--- config.mk ---
export PLATFORM = sky130hd
export DESIGN_NAME = regfile_wr_arbiter_flat
export DESIGN_NICKNAME = d
export VERILOG_FILES = /design/src/rtl/rv32i_pkg.sv /design/src/rtl/regfile_wr_arbiter_if.sv /design/src/rtl/rr_pick.sv /design/src/rtl/regfile_wr_arbiter.sv /design/src/flat_wrapper.sv
export SDC_FILE = /design/constraint.sdc
export NUM_CORES = 1
export LEC_CHECK = 0
export CAP_MARGIN = 20
export CORE_MARGIN = 8
export CORE_UTILIZATION = 35
export CTS_BUF_LIST = sky130_fd_sc_hd__clkbuf_8
export DETAILED_ROUTE_END_ITERATION = 10
export PLACE_DENSITY = 0.74
export RECOVER_POWER = 50
export SYNTH_ARGS = -nofsm -noshare
export SYNTH_HDL_FRONTEND = slang
export SYNTH_HIERARCHICAL = 1
export SYNTH_SLANG_ARGS = --single-unit
--- constraint.sdc ---
create_clock -name clk -period 3.2 [get_ports clk]
set_clock_uncertainty 0.15 [all_clocks]
set_input_delay 0.96 -clock clk [delete_from_list [all_inputs] [get_ports clk]]
set_output_delay 0.96 -clock clk [all_outputs]
set_load 0.01 [all_outputs]
--- src/rtl/rv32i_pkg.sv ---
// Shared RV32I register-file definitions: datapath widths, the hard-wired
// zero register and the write-request record passed between the write-back
// requesters and the register file.
package rv32i_pkg;

  localparam int XLEN   = 32;
  localparam int REG_AW = 5;

  localparam logic [REG_AW-1:0] REG_ZERO = 5'd0;

  // Ceiling of the saturating drop counter (8-bit).
  localparam logic [7:0] DROP_MAX = 8'hFF;

  typedef struct packed {
    logic [REG_AW-1:0] addr;
    logic [XLEN-1:0]   data;
  } wr_req_t;

endpackage

--- src/rtl/regfile_wr_arbiter_if.sv ---
// Requester-side write-back bus: packed valid/address/data from NUM_REQ
// requesters and the one-hot ready (grant) returned by the arbiter.
// The master modport is the requester side, the slave modport is the arbiter.
interface regfile_wr_arbiter_if #(
  parameter int NUM_REQ = 2,
  parameter int XLEN    = 32,
  parameter int AW      = 5
);

  logic [NUM_REQ-1:0]      req_valid;
  logic [NUM_REQ*AW-1:0]   req_addr;
  logic [NUM_REQ*XLEN-1:0] req_data;
  logic [NUM_REQ-1:0]      req_ready;

  modport master (
    output req_valid,
    output req_addr,
    output req_data,
    input  req_ready
  );

  modport slave (
    input  req_valid,
    input  req_addr,
    input  req_data,
    output req_ready
  );

endinterface

--- src/rtl/rr_pick.sv ---
// Combinational round-robin picker: scans the N candidates starting just
// after index 'last' (wrapping modulo N) and returns a one-hot grant for the
// first valid one, or all-zero when nothing is valid. Passing last = N-1
// turns it into a plain lowest-index-first priority picker.
module rr_pick #(
  parameter int N  = 2,
  parameter int PW = (N > 1) ? $clog2(N) : 1
) (
  input  logic [N-1:0]  valid,
  input  logic [PW-1:0] last,
  output logic [N-1:0]  grant
);

  logic          found;
  logic [PW-1:0] idx;

  // First valid candidate in wrap-around order after 'last' wins.
  always_comb begin
    // NOTE: every variable gets a default before the loop so no path leaves it unassigned (no latch).
    grant = '0;
    found = 1'b0;
    idx   = '0;
    for (int k = 1; k <= N; k++) begin
      idx = PW'((int'(last) + k) % N);
      if (!found && valid[idx]) begin
        grant[idx] = 1'b1;
        found      = 1'b1;
      end
    end
  end

endmodule

--- src/rtl/regfile_wr_arbiter.sv ---
// Write-port arbiter for the RV32I 32x32 register file. Grants at most one
// requester per cycle (combinational ready), registers the winning write and
// presents it to the register file one cycle later. Writes to x0 are accepted
// and discarded, and counted in a saturating 8-bit drop counter.
// Build option: define REGFILE_ARB_RR_EN for round-robin arbitration with a
// 'last' pointer; left undefined the arbiter is fixed priority (lowest index).
module regfile_wr_arbiter #(
  parameter int NUM_REQ = 2,
  parameter int XLEN    = rv32i_pkg::XLEN,
  parameter int AW      = rv32i_pkg::REG_AW
) (
  input  logic                   clk,
  input  logic                   rst,
  regfile_wr_arbiter_if.slave    req,
  input  logic                   rf_busy,
  output logic                   wr_en,
  output logic [AW-1:0]          wr_addr,
  output logic [XLEN-1:0]        wr_data,
  output logic [7:0]             drop_cnt
);

  localparam int PW = (NUM_REQ > 1) ? $clog2(NUM_REQ) : 1;

  logic [NUM_REQ-1:0] grant;
  logic [NUM_REQ-1:0] ready;
  logic [PW-1:0]      search_from;
  logic               xfer;
  logic [AW-1:0]      sel_addr;
  logic [XLEN-1:0]    sel_data;
  logic               sel_is_zero;

`ifdef REGFILE_ARB_RR_EN
  logic [PW-1:0] last_q;
  logic [PW-1:0] sel_idx;
  assign search_from = last_q;
`else
  assign search_from = PW'(NUM_REQ - 1);
`endif

  rr_pick #(
    .N  (NUM_REQ),
    .PW (PW)
  ) u_pick (
    .valid (req.req_valid),
    .last  (search_from),
    .grant (grant)
  );

  // Grant depends only on valid, busy, reset and the pointer, never on addr/data.
  assign ready         = (rst || rf_busy) ? '0 : grant;
  assign req.req_ready = ready;

  // Mux the granted requester's address/data onto the register input.
  always_comb begin
    xfer     = 1'b0;
    sel_addr = '0;
    sel_data = '0;
    for (int i = 0; i < NUM_REQ; i++) begin
      if (ready[i] && req.req_valid[i]) begin
        xfer     = 1'b1;
        sel_addr = req.req_addr[i*AW +: AW];
        sel_data = req.req_data[i*XLEN +: XLEN];
      end
    end
  end

  assign sel_is_zero = (sel_addr == AW'(rv32i_pkg::REG_ZERO));

  // Output register: issue non-x0 writes, hold addr/data otherwise, count x0 drops.
  always_ff @(posedge clk) begin
    // NOTE: sequential state uses non-blocking assignments so all flops update together at the edge.
    if (rst) begin
      wr_en    <= 1'b0;
      wr_addr  <= '0;
      wr_data  <= '0;
      drop_cnt <= '0;
    end else begin
      wr_en <= xfer && !sel_is_zero;
      if (xfer && !sel_is_zero) begin
        wr_addr <= sel_addr;
        wr_data <= sel_data;
      end
      if (xfer && sel_is_zero && (drop_cnt != rv32i_pkg::DROP_MAX)) begin
        drop_cnt <= drop_cnt + 8'd1;
      end
    end
  end

`ifdef REGFILE_ARB_RR_EN
  // Index of the requester that transfers this cycle (meaningful only when xfer).
  always_comb begin
    sel_idx = '0;
    for (int i = 0; i < NUM_REQ; i++) begin
      if (ready[i] && req.req_valid[i]) begin
        sel_idx = PW'(i);
      end
    end
  end

  // Pointer follows every transfer, x0 drops included; reset makes requester 0 first.
  always_ff @(posedge clk) begin
    if (rst) begin
      last_q <= PW'(NUM_REQ - 1);
    end else if (xfer) begin
      last_q <= sel_idx;
    end
  end
`endif

endmodule
--- src/flat_wrapper.sv ---
// flat-port wrapper written by rule: the top's interface ports become plain ports
module regfile_wr_arbiter_flat 
#(
  parameter int NUM_REQ = 2,
  parameter int XLEN    = rv32i_pkg::XLEN,
  parameter int AW      = rv32i_pkg::REG_AW
)
  (clk, rst, rf_busy, wr_en, wr_addr, wr_data, drop_cnt, req_req_valid, req_req_addr, req_req_data, req_req_ready);
  regfile_wr_arbiter_if #(.NUM_REQ(NUM_REQ), .XLEN(XLEN), .AW(AW)) req_i ();
  input  logic clk;
  input  logic rst;
  input  logic rf_busy;
  output logic wr_en;
  output logic [AW-1:0] wr_addr;
  output logic [XLEN-1:0] wr_data;
  output logic [7:0] drop_cnt;
  input wire logic [$bits(req_i.req_valid)-1:0] req_req_valid;
  input wire logic [$bits(req_i.req_addr)-1:0] req_req_addr;
  input wire logic [$bits(req_i.req_data)-1:0] req_req_data;
  output wire logic [$bits(req_i.req_ready)-1:0] req_req_ready;
  assign req_i.req_valid = req_req_valid;
  assign req_i.req_addr = req_req_addr;
  assign req_i.req_data = req_req_data;
  assign req_req_ready = req_i.req_ready;
  regfile_wr_arbiter #(.NUM_REQ(NUM_REQ), .XLEN(XLEN), .AW(AW)) u_core (.clk(clk), .rst(rst), .req(req_i), .rf_busy(rf_busy), .wr_en(wr_en), .wr_addr(wr_addr), .wr_data(wr_data), .drop_cnt(drop_cnt));
endmodule
# Word level (Yosys, flattened, before mapping)
# Cells that the tools add are included.
dict set report classes {
  n_eq_ne 1
  div_mod_pow 0
  n_bitwise 0
  n_lt_le_gt_ge 0
  n_mul 0
  n_shift 0
  mux 10
  n_reduce_logical 10
  add_sub_neg 1
}
# op n
set op_table {}
lappend op_table {{32-bit 2-to-1 mux} 2}
lappend op_table {{5-bit 2-to-1 mux} 2}
lappend op_table {{8-bit by 1-bit adder with 8-bit output (second input constant)} 1}
lappend op_table {{8-bit inequality test (second input constant)} 1}
lappend op_table {{1-bit logical AND} 6}
lappend op_table {{5-bit logical NOT} 1}
lappend op_table {{1-bit 2-to-1 mux} 4}
lappend op_table {{2-bit 2-to-1 mux} 2}
lappend op_table {{1-bit logical NOT} 2}
lappend op_table {{1-bit logical OR} 1}
dict set report totals {
  latchBits 0
  n_memories 0
  word_cells 26
  mem_bits_rw 0
  regBits 46
  rom_bits 0
  inputBits 79
}

# Depth between registers and ports, before layout
# Gate-level depths: netlist of the first run.
dict set report depth {
  ltp_word 11
  depth_mapped 9
}

# Hierarchy
# Netlist of the first run, hierarchy kept.
# module seq_area_each_um2 cells_per_inst area_per_inst_um2 instances
set by_module_without_submodules {}
lappend by_module_without_submodules {regfile_wr_arbiter 920.9 228 2059.5 1}
lappend by_module_without_submodules {rr_pick 0.0 3 18.8 1}

# Least setup slack after synthesis of the first run
# OpenSTA, ideal clock, no wires.
dict set report synth_path {
  path_kind {in2reg}
  start {input port req_req_valid[0]}
  end {register u_core.wr_data[19]}
  arrival_ps 2454
  t_required_ps 2918
  path_slack_ps 464
  setup_ps 132
  stages 8
  path_cell_list {a21boi_1 -> or3b_4 -> or2_0 -> o22a_1 -> buf_6 -> buf_6 -> a221oi_1 -> nor3_1}
}
dict set report synth_via {
  elab_chain_len 10
  elab_cells_between_ends 17
  cone_classes {mux (10); reduce/logical (7)}
}
# item line
set synth_lines {}
lappend synth_lines {{start: declaration} flat_wrapper.sv:17} ;# input wire logic [$bits(req_i.req_valid)-1:0] req_req_valid;
lappend synth_lines {{1-bit 2-to-1 mux} rr_pick.sv:25} ;# if (!found && valid[idx]) begin
lappend synth_lines {{1-bit logical NOT} rr_pick.sv:25}
lappend synth_lines {{1-bit logical AND} rr_pick.sv:25}
lappend synth_lines {{2-bit 2-to-1 mux} rr_pick.sv:25}
lappend synth_lines {{2-bit 2-to-1 mux} regfile_wr_arbiter.sv:50} ;# assign ready = (rst || rf_busy) ? '0 : grant;
lappend synth_lines {{1-bit logical AND} regfile_wr_arbiter.sv:59} ;# if (ready[i] && req.req_valid[i]) begin
lappend synth_lines {{5-bit 2-to-1 mux} regfile_wr_arbiter.sv:59}
lappend synth_lines {{5-bit logical NOT} regfile_wr_arbiter.sv:67} ;# assign sel_is_zero = (sel_addr == AW'(rv32i_pkg::REG_ZERO));
lappend synth_lines {{1-bit logical NOT} regfile_wr_arbiter.sv:79} ;# if (xfer && !sel_is_zero) begin
lappend synth_lines {{1-bit logical AND} regfile_wr_arbiter.sv:79}
lappend synth_lines {{end signal: assignment} regfile_wr_arbiter.sv:81} ;# wr_data <= sel_data;
lappend synth_lines {{end: declaration} regfile_wr_arbiter.sv:18} ;# output logic [XLEN-1:0] wr_data,
# Parallel ways exist; a longest one is shown, timed or not.
# A chain may end at the register's enable or synchronous reset.

# Final worst setup path of the first run
dict set report layout_path {
  start {input port rf_busy}
  end {output port req_req_ready[0]}
}
dict set report layout_via {
  elab_chain_len 2
}
# item line
set layout_lines {}
lappend layout_lines {{start: declaration} flat_wrapper.sv:12} ;# input logic rf_busy;
lappend layout_lines {{1-bit logical OR} regfile_wr_arbiter.sv:50}
lappend layout_lines {{2-bit 2-to-1 mux} regfile_wr_arbiter.sv:50}
lappend layout_lines {{end: declaration} flat_wrapper.sv:20} ;# output wire logic [$bits(req_i.req_ready)-1:0] req_req_ready;
# No other way between the ends.

==> reports/results.txt, run 1 <==
For the final antenna-violating net count, the log shows 0. In the synthesized netlist the dominant register cell turns out to be dfxtp_1. At the end of routability-driven placement, the weighted congestion stood at 0.876. After synthesis the cells add up to 2080 µm². Mean area per synthesized cell: 9.00 µm².

The worst max-slew margin expressed relative to the limit is 65.4%, and the number of buffers inserted by post-CTS setup repair is 0. The post-placement setup slack came out at -0.493 ns. The area added between synthesis and finish works out to 72.5%. The flow ran to the end, and the final reports show no timing, DRC or antenna violations. Setup violations remaining at the end of the flow were counted as 0.

The ratio of routed vias to standard cells was 5.34. Via count of the first global-routing pass: 2,319. For the worst IR drop on VDD, the log shows 0.162 mV. The run gives 0.323 GHz as the achievable frequency.

The first global-routing pass estimated 11,500 µm of wire. Along the worst path, the maximum fanout reaches 2. The run gives 443 as the final-stage net count.

At the pin with the least slew margin, the transition time is 0.519 ns. The kind of capture point of the worst setup path was an output port. The run gives 0.29 ns as the clock insertion delay at the later pin of the skew report. The number of clock buffers added by TritonCTS is 5.

The count of state elements after synthesis was 46. The worst setup path is launched from an input port. The clock drives 46 sinks. The core region is 5820 µm². The run gives 117 as the count of routing violations after the opening detailed-route iteration.

The clock-pin slew on the worst setup and hold paths came out at 0.09 ns. The tree is rooted in a clkbuf_8. The repair_antennas step left the layout with diodes totalling 0. TritonCTS built the clock tree. STA puts the critical path data required time at 2.09 ns.

The number of placed I/O pins was 127; the clock period minus final worst setup slack was 3.09 ns. The distinct cell type count of the synthesized netlist was 40; the count of max-cap constraint violations was 0. Global routing consumed, over all layers together, 16.4% of the routing resources. The share of synthesized registers carrying an async set or reset came out at 0%.

Power spread over the standard cell area amounts to 334 nW/µm². The run gives 0 as the initial antenna violation count. The logs give 28 for the row count and 2 for the total number of H-tree levels.

For this run, design rule violations remaining after detail routing come to 0. The number of instances in the placed design is 431, and the final max-slew violation count is 0. Wires add up to 7260 µm. The count of warnings emitted by yosys is 6, and the final-report hold violation count is 0. Walking the worst path, the cells encountered are clkdlybuf4s50_1 -> or3b_4 -> inv_1 -> buf_2. Dividing the final minimum period by the clock period gives 96.7%. After global routing the overflow that remains totals 0. The tightest min-delay check is of the register to register type. The number of flops mapped to enable cells by yosys came out at 0.

The floorplan step defined a die boundary enclosing 8660 µm². Delay of the slowest cell on the worst path: 0.43 ns. Entering global routing, the biggest net connects 48 pins.

The tools report the setup total negative slack as 0 ns. Setup repair after global routing left no endpoint under its margin. The total half-perimeter wirelength after legalization and detailed placement came out at 5430 µm.

After layout, the worst setup slack is 0.106 ns. The vertical extent of the die was 93.1 µm; the iteration count of the initial detailed-routing pass was 4. The number of standard cells after synthesis was 231; the number of I/O port buffers was 126. The buffer levels on the longest clock path is 2, and the share of cells above drive strength 1 is 11.8%.

The run gives 61.7% as the utilization of the core after routing. The logs give 35.7% for the starting density of the core and 0.00149 µW for the static leakage power. Excluding fillers, the count of instances in the completed layout stands at 439. The kind of critical path is input port to output port. Library cell contributing the largest single delay on the critical path: clkdlybuf4s50_1. The via count is 2,344, and the number of buffers inserted by hold repair at cts is 0. The data arrival at the endpoint of the critical path came out at 1.98 ns.

Dividing the detail-routed wire length by the instance count gives 16.5 µm. The part of the Yosys area used for sequential elements was 44.3%; the die extent in x was 93.1 µm. The post-route worst hold slack is 0.344 ns.
cells in the final DEF (no fill, tap or decap), drive strengths merged, types with 3 or more instances in the layout:
cell type,n
buf,19
clkbuf,6
nor4,3
or3,3
inv,6
nor2,44
and3,4
clkdlybuf4s50,76
a21oi,4
nor3,33
nand3,6
a222oi,5
dfxtp,46
o21ai,3
dlygate4sd3,46
a221oi,32
power by group:
group	switching (µW)	internal, µW	leakage [µW]	total [µW]
Combinational	96.2	154	0.00107	250
Sequential	9.55	594	0.000374	604
Clock	193	151	0.0000493	344
area by class of cell:
| type | count | area (µm²) |
|---|---|---|
| Fill cell | 543 | 2230 |
| Timing Repair Buffer | 143 | 1410 |
| Multi-Input combinational cell | 162 | 1060 |
| Sequential cell | 46 | 921 |
| Tap cell | 75 | 93.8 |
| Clock buffer | 5 | 68.8 |
| Inverter | 5 | 18.8 |
| Clock inverter | 3 | 17.5 |
layer usage:
layer / GRT usage (%) / share of wire, % / up-vias
met3: 6.09 / 9.8 / 6
met4: 4.56 / 1.1 / 0
met2: 28.9 / 49 / 100
met1: 18.0 / 40 / 1099
li1: - / - / 1139
met5: 0 / 0 / -
registers in the layout (all words and copies together) (netlist names):
| name | cells |
|---|---|
| u_core/drop_cnt | 8 |
| u_core/wr_en | 1 |
| u_core/wr_data | 32 |
| u_core/wr_addr | 5 |
kinds of logic (layout without fill, tap and decap cells):
kind of cell / Yosys count / after routing / share of synthesized area, %
xor gates and xnor gates: 1 / 1 / 0.422
muxes: 1 / 1 / 0.542
other: 1 / 2 / 0.180
AOI/OAI and AO/OA: 52 / 52 / 22.8
and+or+nand+nor: 105 / 105 / 25.0
adders and majority gates: 1 / 1 / 0.602
buffers and inverters: 24 / 156 / 6.14
DFF: 46 / 46 / 44.3
final timing paths:
kind	startpoint	end	slack [ns]	cells past startpoint
max	rf_busy	req_req_ready[0]	0.11	4
min	u_core/wr_data[25]$_SDFFE_PP0P_	u_core/wr_data[25]$_SDFFE_PP0P_	0.34	2
min reg2reg	u_core/wr_data[25]$_SDFFE_PP0P_	u_core/wr_data[25]$_SDFFE_PP0P_	0.34	2
max reg2reg	u_core/drop_cnt[0]$_SDFFE_PP0P_	u_core/drop_cnt[5]$_SDFFE_PP0P_	1.41	6
cell usage after synthesis, types with 2 or more instances:
cell,instances,share of area (%)
a21oi_1,4,0.96
a221oi_1,25,11
a221oi_2,7,5.1
a222oi_1,5,2.4
and3_1,4,1.2
buf_2,6,1.4
buf_6,4,2.2
clkbuf_1,9,1.6
dfxtp_1,46,44
inv_1,4,0.72
nand3_1,6,1.4
nor2_1,44,7.9
nor2b_1,2,0.60
nor3_1,33,7.9
nor4_1,2,0.60
o21ai_0,3,0.72
or3_1,3,0.90
or4_1,2,0.72
per-stage QoR:
step / instance area, µm² / total power (µW)
global route: 3590 / 1250
finish: 3590 / 1200
global placement: 3510 / 876
floorplan: 2080 / 703
detailed placement: 3510 / 880
CTS: 3590 / 1220
timing repair:
item                       4_1_cts  5_1_grt
resized for setup                8        1
cloned                           0        0
setup endpoints to repair        2        1
worst max-delay path, delay by kind of cell:
kind	cells	cell delay [ns]
buf+inv	3	0.61
simple gates	1	0.41
Power figures use the tool's default switching activity.
==> inputs of run 2 (changes only) <==
GPL_TIMING_DRIVEN = 0   (was unset)
clock period = 3 ns   (was 3.2 ns; I/O delays follow)
==> reports/results.txt, run 2 (synthesis gave the netlist of run 1 again) <==
The switching power total was 308 µW (was 299 µW). The number of I/O port buffers works out to 126 (unchanged). The post-route worst hold slack was 0.344 ns (about the same).

For the part of the total power dissipated in the clock network, the log shows 28.0% (was 28.7%). The kind of cell adding the most delay to the critical path is simple AND/OR/NAND/NOR gates (was buffers and inverters). The type of element launching the critical path is an input port (unchanged). The largest net degree at the start of global routing was 14 (was 48). The clock tree root buffer cell is clkbuf_8 (unchanged). The tools report the critical path required time as 1.95 ns (was 2.09 ns). The flow ran to the end, and the final reports show no timing, DRC or antenna violations. The total number of H-tree levels was 2 (unchanged).

The average wire length per cell after detail routing came out at 16.3 µm (was 16.5 µm). The kind of capture point of the worst setup path is an output port (unchanged). For the final-report hold violation count, the log shows 0 (unchanged). The post-route DRC violation count came out at 0 (unchanged). The final worst-path cycle share works out to 95.8%. TritonCTS built the clock tree. The final routed wirelength across all metal layers is 7200 µm (was 7260 µm), and the count of routing violations after the opening detailed-route iteration is 86 (was 117). The kind of critical path is input port to output port (unchanged). For the row count, the log shows 28 (unchanged). The class of the tightest hold or removal check is register to register (unchanged).

For the overall power, the log shows 1260 µW (was 1200 µW). Iteration count of the initial detailed-routing pass: 4 (unchanged). Setup repair after global routing left no endpoint under its margin. The area added between synthesis and finish came out at 70.4% (was 72.5%). For the sum of met2 wire segment lengths after detailed routing, the log shows 3510 µm (was 3550 µm).

The core region area is 5820 µm² (unchanged). The worst max-slew margin expressed relative to the limit was 54.7% (was 65.4%). Cell chain of the critical path: clkdlybuf4s15_2 -> a21boi_2 -> or3b_4 -> inv_1 -> buf_2 (was clkdlybuf4s50_1 -> or3b_4 -> inv_1 -> buf_2). The worst IR drop on VDD came out at 0.259 mV (was 0.162 mV). The run gives 35.7% (unchanged) as the starting density of the core.

The register with the most flip-flops is u_core/wr_data (unchanged). The via count is 2,279 (was 2,344), and the ratio of routed vias to standard cells is 5.17 (was 5.34). The data arrival at the endpoint of the critical path was 1.83 ns (was 1.98 ns); the first-pass GRT wire length was 11,600 µm (was 11,500 µm). Worst setup slack after layout: 0.125 ns (was 0.106 ns).

Commonest non-fill, non-tap cell in the layout: clkdlybuf4s50_1 (unchanged). The tools report the global placer's final weighted congestion as 0.877 (was 0.876). Flip-flop count of the largest register, all copies and words added: 32 (unchanged).

The share of cells above drive strength 1 works out to 10.4% (was 11.8%). The tools report the static leakage power as 0.00147 µW (was 0.00149 µW). The run gives 51.3% (was 50.4%) as the share of total power in sequential cells. The die extent in x was 93.1 µm (unchanged); the met3 wirelength from detailed routing was 596 µm (was 712 µm).

The logs give -0.710 ns (was -0.493 ns) for the post-placement setup slack and 948 µW (was 900 µW) for the internal power of the cells. For the total half-perimeter wirelength after legalization and detailed placement, the log shows 5720 µm (was 5430 µm). The final-stage net count came out at 446 (was 443). The run gives 1.21 ns (was 1.41 ns) as the setup slack of the worst register-to-register path. The clock period minus final worst setup slack came out at 2.88 ns.

The actual slew at the worst max-slew pin was 0.677 ns (was 0.519 ns); the overall overflow remaining after global route was 0 (unchanged). The tools report the number of placed I/O pins as 127 (unchanged). The delay of the slowest cell on the worst path was 0.40 ns (was 0.43 ns); the detailed-routing wirelength on met1 was 3020 µm (was 2920 µm).

The clock-pin slew on the worst setup and hold paths was 0.08 ns (was 0.09 ns); the diode insertion count for antenna repair was 0 (unchanged). The overall die area was 8660 µm² (unchanged). Via count of the first global-routing pass: 2,296 (was 2,319).

The tools report the final max-slew violation count as 0 (unchanged). The topmost layer with routed signal wires is met4 (unchanged). The total power per unit cell area came out at 355 nW/µm² (was 334 nW/µm²). The TritonCTS sink count is 46 (unchanged).

Biggest regs: u_core/wr_data (32), u_core/drop_cnt (8), u_core/wr_addr (5) (unchanged). The tools report the clock insertion delay at the later pin of the skew report as 0.29 ns (about the same). For the count of max-cap constraint violations, the log shows 0 (unchanged). Library cell contributing the largest single delay on the critical path: or3b_4 (was clkdlybuf4s50_1).

The vertical extent of the die works out to 93.1 µm (unchanged). For the combinational cell fraction of total power, the log shows 20.8% (was 20.9%). The total track usage is 16.7% (was 16.4%).

Leading cell types in the layout, fill and taps excluded: 74 x clkdlybuf4s50_1, 46 x dlygate4sd3_1, 46 x dfxtp_1 (was 76 x clkdlybuf4s50_1, 46 x dlygate4sd3_1, 46 x dfxtp_1). The CTS buffer count came out at 5 (unchanged). The logs give 441 (was 439) for the final instance count without filler cells and 0 (unchanged) for the number of buffers inserted by hold repair at cts. The buffer levels on the longest clock path was 2 (unchanged); the total setup violations reported at the end of the flow was 0 (unchanged). The tools report the initial antenna violation count as 0 (unchanged). Final antenna-violating net count: 0 (unchanged). The number of instances in the placed design came out at 433 (was 431). The worst path buffer plus inverter count was 3 (unchanged); the maximum fanout along the worst path was 4 (was 2).

Number of filler instances in the final layout: 564 (was 543). The achievable frequency was 0.348 GHz; the fraction of power spent switching nets was 24.5% (was 24.9%).
==> run 2: cell types whose count changed in the layout (fill, tap and decap cells not counted), moves of 2 or more <==
cell / before / now
buf_4: 14 / 1
clkdlybuf4s50_1: 76 / 74
buf_6: 0 / 4
buf_2: 2 / 6
clkbuf_2: 1 / 3
dlygate4sd2_1: 1 / 4
a21boi_1: 2 / 0
clkbuf_1: 0 / 7
buf_12: 3 / 0
==> run 2: power by group through the flow <==
stage	combinational [µW]	clock, µW	sequential, µW
global route	284	394	648
CTS	270	367	645
detailed placement	269	0	660
floorplan	78.7	0	671
finish	261	351	644
global placement	267	0	659
==> run 2: repair_timing <==
item                                    4_1_cts  5_1_grt
endpoints found under the setup margin       38        3
pin swaps                                     1        0
setup buffers                                 0        1
gates resized for setup                      15        5
==> run 2: routing by layer <==
layer | global-route usage, % | vias up
li1 | - | 1143
met4 | 5.37 | 0
met2 | 27.0 | 90
met1 | 20.2 | 1041
met5 | 0 | -
met3 | 5.69 | 5
==> run 2: cell type report <==
class	count	area (µm²)	share of cell area, %
Timing Repair Buffer	127	1260	35.6
Multi-Input combinational cell	162	1060	29.9
Sequential cell	46	921	26.0
Buffer	19	111	3.14
Tap cell	75	93.8	2.65
Clock buffer	5	68.8	1.94
Inverter	5	18.8	0.530
Clock inverter	2	10.0	0.283
==> run 2: metrics by stage <==
step	cell area (µm²)	setup TNS [ns]	util [%]
6_report	3540	0	60.9
2_1_floorplan	2080	0	-
5_1_grt	3540	0	60.9
3_3_place_gp	3440	-23.51	59.1
4_1_cts	3530	0	60.6
3_5_place_dp	3440	-23.67	59.1
==> run 2: worst paths after layout <==
path | to | depth (start not counted) | from
worst max-delay path | req_req_ready[0] | 5 | req_req_valid[0]
worst min-delay path | u_core/wr_data[4]$_SDFFE_PP0P_ | 2 | u_core/wr_data[4]$_SDFFE_PP0P_
worst max register to register | u_core/drop_cnt[5]$_SDFFE_PP0P_ | 6 | u_core/drop_cnt[0]$_SDFFE_PP0P_
worst min register to register | u_core/wr_data[4]$_SDFFE_PP0P_ | 2 | u_core/wr_data[4]$_SDFFE_PP0P_
==> run 2: worst register-to-register path, stage by stage, from the launching register on <==
cell and delay [ns]:
dfxtp_1 0.34, ha_1 0.23, and3_1 0.21, nand3_1 0.18, nand4_1 0.13, or3_1 0.32, a21oi_1 0.14
